$ cat src/rtl/tpu_pkg.sv
// Shared TPU geometry constants used to size the convolution datapath and its collectors.
package tpu_pkg;

  localparam int TPU_DATA_WIDTH        = 8;
  localparam int TPU_MATRIX_DIM        = 16;
  localparam int TPU_CONV_DIM          = 3;
  localparam int TPU_OUT_DIM           = TPU_MATRIX_DIM - TPU_CONV_DIM + 1;
  localparam int TPU_RESULTS_PER_FRAME = TPU_OUT_DIM * TPU_OUT_DIM;

endpackage

$ cat src/rtl/sync_fifo.sv
// Single-clock first-word fall-through FIFO; occupancy is tracked by a counter so
// full/empty never depend on pointer comparison.
module sync_fifo #(
  parameter int DATA_WIDTH = 8,
  parameter int DEPTH      = 16
) (
  input  logic                       clk,
  input  logic                       rst_n,
  input  logic                       clear,
  input  logic                       push,
  input  logic                       pop,
  input  logic [DATA_WIDTH-1:0]      wr_data,
  output logic [DATA_WIDTH-1:0]      rd_data,
  output logic [$clog2(DEPTH+1)-1:0] count,
  output logic                       full,
  output logic                       empty
);

  localparam int AW = (DEPTH > 1) ? $clog2(DEPTH) : 1;
  localparam int CW = $clog2(DEPTH + 1);

  logic [DATA_WIDTH-1:0] mem [DEPTH];
  logic [AW-1:0]         wr_ptr;
  logic [AW-1:0]         rd_ptr;
  logic                  do_push;
  logic                  do_pop;

  assign full  = (count == CW'(DEPTH));
  assign empty = (count == '0);

  // A pop frees a slot in the same cycle, so a full FIFO can still accept a push.
  assign do_pop  = pop && !empty && !clear;
  assign do_push = push && (!full || do_pop) && !clear;

  assign rd_data = empty ? '0 : mem[rd_ptr];

  always_ff @(posedge clk) begin
    if (do_push) mem[wr_ptr] <= wr_data;
  end

  always_ff @(posedge clk or negedge rst_n) begin
    if (!rst_n) begin
      wr_ptr <= '0;
      rd_ptr <= '0;
      count  <= '0;
    end else if (clear) begin
      wr_ptr <= '0;
      rd_ptr <= '0;
      count  <= '0;
    end else begin
      if (do_push) wr_ptr <= wr_ptr + 1'b1;
      if (do_pop)  rd_ptr <= rd_ptr + 1'b1;
      case ({do_push, do_pop})
        2'b10:   count <= count + 1'b1;
        2'b01:   count <= count - 1'b1;
        default: count <= count;
      endcase
    end
  end

endmodule

$ cat src/rtl/tpu_result_collector.sv
// Captures TPU convolution results, applies optional ReLU, buffers them and streams
// them out over valid/ready while tracking frame boundaries and dropped results.
module tpu_result_collector
  import tpu_pkg::*;
#(
  parameter int DATA_WIDTH        = TPU_DATA_WIDTH,
  parameter int DEPTH             = 16,
  parameter int RESULTS_PER_FRAME = TPU_RESULTS_PER_FRAME
) (
  input  logic                       clk,
  input  logic                       rst_n,
  input  logic                       clear,
  input  logic                       relu_en,
  input  logic                       res_done,
  input  logic [DATA_WIDTH-1:0]      res_data,
  output logic                       out_valid,
  input  logic                       out_ready,
  output logic [DATA_WIDTH-1:0]      out_data,
  output logic [$clog2(DEPTH+1)-1:0] count,
  output logic                       full,
  output logic                       overflow,
  output logic                       frame_done
);

  localparam int FW = (RESULTS_PER_FRAME > 1) ? $clog2(RESULTS_PER_FRAME) : 1;

  logic [DATA_WIDTH-1:0] stored_word;
  logic                  empty;
  logic                  pop;
  logic [FW-1:0]         frame_cnt;
  logic                  frame_last;

  assign stored_word = (relu_en && res_data[DATA_WIDTH-1]) ? '0 : res_data;
  assign out_valid   = !empty;
  assign pop         = out_valid && out_ready;
  assign frame_last  = (frame_cnt == FW'(RESULTS_PER_FRAME - 1));

  sync_fifo #(
    .DATA_WIDTH (DATA_WIDTH),
    .DEPTH      (DEPTH)
  ) u_fifo (
    .clk     (clk),
    .rst_n   (rst_n),
    .clear   (clear),
    .push    (res_done),
    .pop     (out_ready),
    .wr_data (stored_word),
    .rd_data (out_data),
    .count   (count),
    .full    (full),
    .empty   (empty)
  );

  // A drop is only a full FIFO with nothing leaving this cycle.
  always_ff @(posedge clk or negedge rst_n) begin
    if (!rst_n) begin
      overflow <= 1'b0;
    end else if (clear) begin
      overflow <= 1'b0;
    end else if (res_done && full && !pop) begin
      overflow <= 1'b1;
    end
  end

  // Every pulse counts, dropped or not, so frame alignment follows the TPU scan.
  always_ff @(posedge clk or negedge rst_n) begin
    if (!rst_n) begin
      frame_cnt  <= '0;
      frame_done <= 1'b0;
    end else if (clear) begin
      frame_cnt  <= '0;
      frame_done <= 1'b0;
    end else begin
      frame_done <= res_done && frame_last;
      if (res_done) begin
        frame_cnt <= frame_last ? '0 : frame_cnt + 1'b1;
      end
    end
  end

endmodule

$ cat config.mk
export PLATFORM = sky130hd
export DESIGN_NAME = tpu_result_collector
export DESIGN_NICKNAME = d
export VERILOG_FILES = /design/src/rtl/tpu_pkg.sv /design/src/rtl/sync_fifo.sv /design/src/rtl/tpu_result_collector.sv
export SDC_FILE = /design/constraint.sdc
export NUM_CORES = 1
export LEC_CHECK = 0
export BUFFER_PORTS_ARGS = -buffer_cell sky130_fd_sc_hd__buf_4
export CAP_MARGIN = 15
export CELL_PAD_IN_SITES_DETAIL_PLACEMENT = 1
export CELL_PAD_IN_SITES_GLOBAL_PLACEMENT = 1
export CORE_UTILIZATION = 55
export DETAILED_ROUTE_END_ITERATION = 8
export MAX_ROUTING_LAYER = met4
export PLACE_DENSITY_LB_ADDON = 0.1
export SYNTH_ARGS = -nofsm -noshare
export SYNTH_HDL_FRONTEND = slang
export SYNTH_HIERARCHICAL = 1
export SYNTH_SLANG_ARGS = --single-unit
export TNS_END_PERCENT = 30
$ cat constraint.sdc
create_clock -name clk -period 3.8 [get_ports clk]
set_input_delay 0.76 -clock clk [delete_from_list [all_inputs] [get_ports clk]]
set_output_delay 0.76 -clock clk [all_outputs]
set_load 0.01 [all_outputs]
==> results of run 1 <==
[routing by layer]
layer	wire, um	vias to the layer above
met5	0	-
met4	379	0
met2	7660	120
met1	6150	1847
li1	-	1541
met3	842	21
[cell families (layout without fill, tap and decap cells)]
family | count (synthesis) | after routing | synth area share [%]
flops | 151 | 151 | 68.6
simple gates | 97 | 97 | 7.79
mux | 43 | 43 | 14.5
compound gates | 38 | 38 | 4.00
buf+inv | 28 | 78 | 2.12
fa+ha+maj | 9 | 9 | 1.75
xor+xnor | 9 | 9 | 1.22
[how the worst min path moves through the flow]
| stage | cells after the start | from | slack, ns | endpoint |
|---|---|---|---|---|
| CTS | 1 | rst_n | 0.23 | frame_cnt[3]$_DFFE_PN0P_ |
| global placement | 1 | overflow$_DFFE_PN0P_ | 0.48 | overflow$_DFFE_PN0P_ |
| finish | 1 | rst_n | 0.23 | frame_cnt[3]$_DFFE_PN0P_ |
| floorplan | 0 | rst_n | 0.46 | frame_cnt[0]$_DFFE_PN0P_ |
| global route | 1 | rst_n | 0.25 | frame_done$_DFF_PN0_ |
| detailed placement | 1 | overflow$_DFFE_PN0P_ | 0.49 | overflow$_DFFE_PN0P_ |
[worst reg2reg max path, stage by stage (launching register included)]
cell and delay (ns):
dfrtp_1 0.48, or4_4 0.60, o21ai_2 0.22, xnor2_1 0.11, ha_1 0.24, or3_1 0.32, a21oi_1 0.15, nor3_1 0.08
o221a_2 0.14, nor3_1 0.16
[flip-flops by register name, summed over array words and instances (netlist names)]
register	count
u_fifo/wr_ptr	4
overflow	1
frame_cnt	8
u_fifo/rd_ptr	4
u_fifo/mem	128
u_fifo/count	5
frame_done	1
[area by class of cell]
class	instances	area, um2
multi-input cells	196	1880
clock inverters	14	206
well taps	143	179
repair buffers	36	283
fillers	990	3980
clock buffers	18	429
flip-flops and latches	151	4420
inverters	10	37.5
[per-stage QoR]
stage               power [W]  instance area [um2]  util (%)  hold slack, ns
floorplan             0.00267                 6440         -           0.464
global placement      0.00301                 6800      59.6           0.475
detailed placement    0.00304                 6800      59.6           0.493
CTS                   0.00485                 7440      65.1           0.235
finish                0.00482                 7440      65.1           0.225
global route          0.00498                 7440      65.1           0.251
[power by group through the flow]
| stage | clock [W] | sequential, W | combinational (W) |
|---|---|---|---|
| 2_1_floorplan | 0 | 0.00193 | 0.000746 |
| 3_3_place_gp | 0 | 0.00194 | 0.00107 |
| 3_5_place_dp | 0 | 0.00194 | 0.00109 |
| 4_1_cts | 0.00183 | 0.00191 | 0.00111 |
| 5_1_grt | 0.00189 | 0.00192 | 0.00117 |
| 6_report | 0.00181 | 0.00191 | 0.00109 |
[cells in the final DEF, fill, tap and decap left out, types with 3 or more instances in the layout]
cell type and n:
a21oi_1 15, and2_1 16, buf_4 35, bufinv_16 5, clkbuf_16 17, clkinv_2 4
dfrtp_1 22, edfxtp_1 128, ha_1 9, inv_1 10, mux2i_1 3, mux4_2 40
nand2_1 16, nand3_1 5, nor2_1 32, nor3b_1 4, o21ai_0 6, or3_1 6
xnor2_1 3, xor2_1 6
==> impl_metrics.json, run 1 <==
{
  "first_global_vias": 3703,
  "cell_internal_pwr_w": 0.00354,
  "synth_flop_cell": "edfxtp_1",
  "drtPass1Iterations": 5,
  "cts-buffers-inserted": 17,
  "synthesis.yosys.warnings": 6,
  "core.rowCount": 39,
  "cts_sinks": 151,
  "slew_headroom_pct": 39.7,
  "synth.most_common_cell": "edfxtp_1",
  "critical_path_class": "register to output pin",
  "first_iter_violations": 340,
  "grt_start_max_net_pins": 36,
  "preCtsSetupSlack_ns": 0.847,
  "holdBufCountCts": 0,
  "synthesis.area_mm2": 0.00644,
  "grtUsageMet2_pct": 44.1,
  "critical-path-slowest-cell": "mux4_2",
  "nNetsFinal": 435,
  "antenna_left": 0,
  "timing.final.crit_share_pct": 86.4,
  "final_layout_size_suffix_gt1_share_pct": 27.1,
  "p_clk_share_pct": 37.7,
  "hold_viol": 0,
  "routed-via-count": 3529,
  "timing.critical_path.from_type": "register",
  "crit_top_cell": "mux4_2",
  "async_flop_share_pct": 15.2,
  "crit_path_cell_trace": "buf_12, mux4_2, mux4_2, and2_1, buf_4",
  "io_pins": 31,
  "tritoncts": "yes",
  "rsz0062_at_grt": "false",
  "number_of_antenna_violations_at_the_first_check_in_global_routing": 0,
  "met3_usage_pct": 5.41,
  "floorplan.die_area_mm2": 0.0121,
  "r2r.worst_path.cells": 9,
  "netlist_instances": 375,
  "cts_clock_pin_slew_for_the_worst_setup_and_hold_paths_ns": 0.06,
  "grt.met1_usage_pct": 36.1,
  "powerDensity_mw_per_mm2": 647,
  "place_congestion": 0.837,
  "syn_avg_cell_area_um2": 17.2,
  "initial_utilization_pct": 56.4,
  "critical_path_cell_count": 5,
  "setup.worst_path.end": "out_data[3]",
  "reg2reg_to": "u_fifo/count[4]$_DFFE_PN0P_",
  "drcViolationCount": 0,
  "cp_delay_by_family_top": "multiplexers",
  "global_route.usage.total_pct": 28.2,
  "routedWlPerCell_um": 26.5,
  "fmaxAchievable_ghz": 0.305,
  "combinationalPowerShare_pct": 22.7,
  "worst_slack_ns": 0.516,
  "cp_max_fo": 35,
  "crit_arrival_ns": 2.52,
  "grt_first_pass_wirelength_um": 22300,
  "floorplan.core_area_mm2": 0.0114,
  "clock-root-buffer": "clkbuf_16",
  "tightestPinTransition_ns": 0.901,
  "worstPathBufferInverterCount": 2,
  "setup-tns-final_ns": 0,
  "run_status": "finished clean",
  "final_cell_count_without_fillers": 568,
  "p_leak_nw": 2.59,
  "min-delay-path-class": "input port to asynchronous set/reset pin",
  "power.switching_w": 0.00128,
  "clockBufferDepth": 2,
  "layout_min_cycle_time_ns": 3.28,
  "diodes": 0,
  "io_buffers": 30,
  "vdd_ir_drop_max_mv": 0.422,
  "p_seq_share_pct": 39.7,
  "die_y_um": 110,
  "dpl.cell_count": 536,
  "worst_setup_path_end_kind": "output pin",
  "drt-vias-per-instance": 6.21,
  "die-width_um": 110,
  "timing.critical_path.from": "u_fifo/rd_ptr[0]$_DFFE_PN0P_",
  "top_usage_layer": "met2",
  "ranking_of_synthesized_cells_by_area": "edfxtp_1, mux4_2, dfrtp_1",
  "areaGrowthSynthToFinish_pct": 15.5,
  "detailed_placement_hpwl_um": 9520,
  "post_synthesis_cell_type_count": 48,
  "post-cts-setup-buffers": 0,
  "synthDominantAreaCellType": "edfxtp_1",
  "most_frequent_cells_after_synthesis": "edfxtp_1, mux4_2, nor2_1, dfrtp_1",
  "total_overflow_reported_by_the_global_router": 0,
  "cts-htree-levels": 4,
  "cp.required_ns": 3.04,
  "timing.final.max_slew_violations": 0,
  "clock_latency_at_the_later_pin_of_the_worst_skew_pair_ns": 0.42,
  "largest_incremental_delay_on_the_critical_path_ns": 0.60,
  "synth.net_count": 398,
  "ctsResizeCount": 0,
  "synth_top_area_share_pct": 59.7,
  "wirelength_um": 15000,
  "postSynthRegisterBits": 151,
  "power.share.switching_pct": 26.6,
  "r2r-start": "u_fifo/count[1]$_DFFE_PN0P_",
  "edff_count_synth": 128,
  "setup_viol": 0,
  "worst_clock_skew_ns": 0.0107,
  "maxCapViolCount": 0,
  "timing.reg2reg.setup_slack_ns": 1.22,
  "seq_area_frac_synth_pct": 68.6
}
(Power assumes the default switching activity.)
==> run 2: changes to the inputs <==
- ABC_CLOCK_PERIOD_IN_PS: default -> 3800
- SYNTH_HIERARCHICAL: 1 -> default
==> run 2 against run 1 <==
- synthesized cell count unchanged
- count of clock-buffer cells in the layout fell by 1
- core utilization up 2.6 points
- global-route usage increased by 0.16 points
- first-iteration DRC count down 11%
- via count grew 0.74%
- hold slack got worse by 0.0062 ns
==> impl_metrics.json, run 2 <==
{
  "synthesis.yosys.warnings": 0,
  "cts_clock_pin_slew_for_the_worst_setup_and_hold_paths_ns": 0.06,
  "synthesis.area_mm2": 0.00636,
  "final_util_pct": 67.7,
  "max_flop_register": "u_fifo.mem",
  "grt_first_pass_wirelength_um": 22500,
  "timing.critical_path.from_type": "register",
  "synth.net_count": 397,
  "initial_utilization_pct": 57.7,
  "r2r.worst_path.cells": 8,
  "drtPass1Iterations": 4,
  "seq_area_frac_synth_pct": 69.5,
  "clock_latency_at_the_later_pin_of_the_worst_skew_pair_ns": 0.43,
  "synth_top_area_share_pct": 60.4,
  "synth.most_common_cell": "edfxtp_1",
  "cp_max_fo": 16,
  "timing.final.crit_share_pct": 85.4,
  "tritoncts": "yes",
  "core.rowCount": 38,
  "nNetsFinal": 446,
  "rsz0062_at_grt": "false",
  "final_cell_count_without_fillers": 576,
  "number_of_antenna_violations_at_the_first_check_in_global_routing": 0,
  "diodes": 0,
  "crit_arrival_ns": 2.48,
  "total_overflow_reported_by_the_global_router": 0,
  "postSynthRegisterBits": 151,
  "largest_registers": "u_fifo.mem x128, frame_cnt x8, u_fifo.count x5",
  "holdBufCountCts": 0,
  "floorplan.core_area_mm2": 0.0110,
  "run_status": "finished clean",
  "largest_incremental_delay_on_the_critical_path_ns": 0.72,
  "setup_viol": 0,
  "most_frequent_cells_after_synthesis": "edfxtp_1, mux4_2, nor2_1, dfrtp_1, nand2_1",
  "clockBufferDepth": 2,
  "cts-htree-levels": 4,
  "first_iter_violations": 301,
  "largest_register_ff_count": 128,
  "top_library_cells_by_usage_in_the_layout_fill_and_taps_aside": "edfxtp_1, buf_4, mux4_2, nor2_1, dfrtp_1",
  "hold_viol": 0,
  "grt_start_max_net_pins": 36,
  "vdd_ir_drop_max_mv": 0.499,
  "critical_path_cell_count": 5,
  "worstPathBufferInverterCount": 2,
  "routed-via-count": 3555,
  "clock-root-buffer": "clkbuf_16",
  "die_y_um": 110,
  "setup-tns-final_ns": 0,
  "critical_path_class": "register to output pin",
  "synthDominantAreaCellType": "edfxtp_1",
  "detailed_placement_hpwl_um": 9020,
  "powerDensity_mw_per_mm2": 663,
  "drcViolationCount": 0,
  "drt-vias-per-instance": 6.17,
  "tightestPinTransition_ns": 0.716,
  "dpl.cell_count": 544,
  "cp.required_ns": 3.04,
  "timing.hold.ws_ns": 0.219,
  "die-width_um": 110,
  "ranking_of_synthesized_cells_by_area": "edfxtp_1, mux4_2, dfrtp_1",
  "p_leak_nw": 2.59,
  "fmaxAchievable_ghz": 0.308,
  "crit_top_cell": "buf_4",
  "min-delay-path-class": "input port to asynchronous set/reset pin",
  "cts_sinks": 151,
  "post_synthesis_cell_type_count": 41,
  "cts-buffers-inserted": 17,
  "post-cts-setup-buffers": 0,
  "floorplan.die_area_mm2": 0.0120,
  "netlist_instances": 375,
  "syn_avg_cell_area_um2": 17.0,
  "global_route.usage.total_pct": 28.4,
  "first_global_vias": 3892,
  "place_congestion": 0.766,
  "worst_setup_path_end_kind": "output pin",
  "worst_clock_skew_ns": 0.00672,
  "async_flop_share_pct": 15.2,
  "io_buffers": 30,
  "slew_headroom_pct": 52.1,
  "final_common_cell": "edfxtp_1",
  "routedWlPerCell_um": 25.3,
  "antenna_left": 0,
  "layout_min_cycle_time_ns": 3.24,
  "cp_delay_by_family_top": "multiplexers",
  "crit_path_cell_trace": "buf_4, mux4_2, mux2i_1, o22ai_1, buf_4",
  "io_pins": 31,
  "final_layout_size_suffix_gt1_share_pct": 27.3,
  "edff_count_synth": 128,
  "synth_flop_cell": "edfxtp_1",
  "timing.final.max_slew_violations": 0,
  "maxCapViolCount": 0,
  "wirelength_um": 14600,
  "critical-path-slowest-cell": "dfrtp_2",
  "design_power_total_w": 0.00495,
  "areaGrowthSynthToFinish_pct": 17.4,
  "ctsResizeCount": 0
}
[run 2: report_power, final]
group	internal, W	total (W)	switching (W)
Sequential	0.00186	0.00198	0.000126
Combinational	0.000564	0.00111	0.000546
Clock	0.00117	0.00186	0.000687
Total	0.00359	0.00495	0.00136
[run 2: cells by family after synthesis]
family | Yosys count | synth area share, %
XOR/XNOR | 11 | 1.51
AND/OR/NAND/NOR | 93 | 7.45
AO/OA/AOI/OAI | 35 | 3.74
adder cells (fa/ha/maj) | 8 | 1.57
buffers and inverters | 26 | 1.91
multiplexers | 51 | 14.3
flip-flops | 151 | 69.5
[run 2: final cells by class]
type | count | area (um2)
multi-input cells | 198 | 1820
inverters | 7 | 26.3
clock buffers | 17 | 425
well taps | 140 | 175
fillers | 953 | 3560
clock inverters | 14 | 221
repair buffers | 49 | 380
flip-flops and latches | 151 | 4420
[run 2: per-layer routing]
metal,GRT usage [%],routed length [um]
met1,35.3,6270
met4,11.9,272
met2,45.4,7390
met5,-,0
met3,6.22,626
[run 2: per-stage QoR]
| step | setup slack (ns) | cell area (um2) |
|---|---|---|
| 2_1_floorplan | 1.11 | 6360 |
| 3_3_place_gp | 0.918 | 6820 |
| 6_report | 0.556 | 7470 |
| 3_5_place_dp | 0.839 | 6820 |
| 4_1_cts | 0.494 | 7460 |
| 5_1_grt | 0.406 | 7470 |
[run 2: worst paths after layout]
path                                         startpoint                            to  slack, ns
max                        u_fifo.rd_ptr[0]$_DFFE_PN0P_                   out_data[5]       0.56
min                                               rst_n   u_fifo.count[3]$_DFFE_PN0P_       0.22
max reg2reg                 u_fifo.count[2]$_DFFE_PN0P_   u_fifo.count[4]$_DFFE_PN0P_       1.12
min reg2reg                        overflow$_DFFE_PN0P_          overflow$_DFFE_PN0P_       0.51
max in group asynchronous                         rst_n  u_fifo.rd_ptr[0]$_DFFE_PN0P_       3.30
min in group clk                   overflow$_DFFE_PN0P_          overflow$_DFFE_PN0P_       0.51
==> run 3: changes to the inputs <==
- MAX_ROUTING_LAYER: met4 -> default
==> run 3 against run 2 <==
- sequential cell count did not move
- clock power about the same
- clock skew about the same
- sequential power hardly changed
- power about the same
- die area did not move
- critical endpoint unchanged
==> impl_metrics.json, run 3 (same netlist as run 2, synthesis figures left out) <==
{
  "routed-via-count": 3531,
  "final_common_cell": "edfxtp_1",
  "hold_viol": 0,
  "io_pins": 31,
  "total_overflow_reported_by_the_global_router": 0,
  "antenna_left": 0,
  "holdBufCountCts": 0,
  "first_global_vias": 3882,
  "fillerInstances": 953,
  "diodes": 0,
  "grt_first_pass_wirelength_um": 22500,
  "drt-vias-per-instance": 6.13,
  "place_congestion": 0.757,
  "critical_path_class": "register to output pin",
  "top_library_cells_by_usage_in_the_layout_fill_and_taps_aside": "edfxtp_1, buf_4, mux4_2, nor2_1, dfrtp_1",
  "layout_min_cycle_time_ns": 3.24,
  "worst_setup_path_end_kind": "output pin",
  "timing.final.max_slew_violations": 0,
  "cts_sinks": 151,
  "worst_clock_skew_ns": 0.00667,
  "run_status": "finished clean",
  "final_layout_size_suffix_gt1_share_pct": 27.3,
  "ctsResizeCount": 0,
  "vdd_ir_drop_max_mv": 0.499,
  "cts-buffers-inserted": 17,
  "io_buffers": 30,
  "p_leak_nw": 2.59,
  "areaGrowthSynthToFinish_pct": 17.4,
  "initial_utilization_pct": 57.7,
  "max_flop_register": "u_fifo.mem",
  "drcViolationCount": 0,
  "wirelength_um": 14600,
  "core.rowCount": 38,
  "powerDensity_mw_per_mm2": 663,
  "global_route.usage.total_pct": 27.5,
  "clock-root-buffer": "clkbuf_16",
  "timing.critical_path.from_type": "register",
  "routedWlPerCell_um": 25.3,
  "post-cts-setup-buffers": 0,
  "nNetsFinal": 446,
  "dpl.cell_count": 544,
  "drtPass1Iterations": 4,
  "clockBufferDepth": 2,
  "cp.required_ns": 3.04,
  "tritoncts": "yes",
  "maxCapViolCount": 0,
  "setup_viol": 0,
  "number_of_antenna_violations_at_the_first_check_in_global_routing": 0,
  "die-width_um": 110,
  "floorplan.core_area_mm2": 0.0110,
  "tightestPinTransition_ns": 0.725,
  "grt_start_max_net_pins": 36,
  "timing.final.crit_share_pct": 85.3,
  "crit_arrival_ns": 2.48,
  "fmaxAchievable_ghz": 0.308,
  "slew_headroom_pct": 51.5,
  "floorplan.die_area_mm2": 0.0120,
  "min-delay-path-class": "input port to asynchronous set/reset pin",
  "detailed_placement_hpwl_um": 9020,
  "first_iter_violations": 289,
  "cts_clock_pin_slew_for_the_worst_setup_and_hold_paths_ns": 0.06,
  "largest_register_ff_count": 128,
  "die_y_um": 110,
  "clock_latency_at_the_later_pin_of_the_worst_skew_pair_ns": 0.43,
  "final_cell_count_without_fillers": 576,
  "cp_max_fo": 16,
  "largest_registers": "u_fifo.mem x128, frame_cnt x8, u_fifo.count x5",
  "setup-tns-final_ns": 0,
  "cts-htree-levels": 4,
  "rsz0062_at_grt": "false"
}
-- run 3: cell counts in the layout (fill, tap and decap cells not counted) --
No cell type changed its count.
-- run 3: path summary, 6_finish.rpt --
check | start | endpoint | slack (ns) | depth (start not counted)
max reg2reg | u_fifo.count[2]$_DFFE_PN0P_ | u_fifo.count[4]$_DFFE_PN0P_ | 1.11 | 8
min | rst_n | u_fifo.count[3]$_DFFE_PN0P_ | 0.22 | 1
max | u_fifo.rd_ptr[0]$_DFFE_PN0P_ | out_data[5] | 0.56 | 5
max in group asynchronous | rst_n | u_fifo.rd_ptr[0]$_DFFE_PN0P_ | 3.31 | 1
min in group clk | overflow$_DFFE_PN0P_ | overflow$_DFFE_PN0P_ | 0.51 | 2
min reg2reg | overflow$_DFFE_PN0P_ | overflow$_DFFE_PN0P_ | 0.51 | 2
-- run 3: per-stage QoR --
stage               hold slack (ns)  util (%)  setup WS (ns)  total power [W]  area, um2
floorplan                     0.464         -           1.11          0.00274       6360
global placement              0.482      61.8          0.918          0.00308       6820
detailed placement            0.508      61.8          0.839          0.00312       6820
CTS                           0.224      67.6          0.494          0.00499       7460
global route                  0.239      67.7          0.407          0.00513       7470
finish                        0.219      67.7          0.557          0.00495       7470
-- run 3: final cells by class --
cell class / count / area, um2 / area share [%]
Clock inverter: 14 / 221 / 2.96
Multi-Input combinational cell: 198 / 1820 / 24.4
Sequential cell: 151 / 4420 / 59.2
Tap cell: 140 / 175 / 2.35
Timing Repair Buffer: 49 / 380 / 5.09
Inverter: 7 / 26.3 / 0.352
Clock buffer: 17 / 425 / 5.70
-- run 3: metal layers --
metal / wire [um] / track usage, % / vias to the layer above / part of all wire [%]
li1: - / - / 1571 / -
met1: 6280 / 35.5 / 1860 / 43
met2: 7420 / 45.2 / 79 / 51
met3: 573 / 6.22 / 21 / 3.9
met4: 280 / 11.9 / 0 / 1.9
met5: 0 / 0 / - / 0
-- run 3: worst max-delay path, stage by stage, from the launching register on --
cell and delay, ns:
dfrtp_2 0.72, buf_4 0.28, mux4_2 0.52, mux2i_1 0.21, o22ai_1 0.14, buf_4 0.17
-- run 3: report_power, final --
part | internal [W] | leakage (nW) | switching, W
combinational | 0.000564 | 0.803 | 0.000548
sequential | 0.00186 | 1.48 | 0.000125
clock | 0.00117 | 0.312 | 0.000687
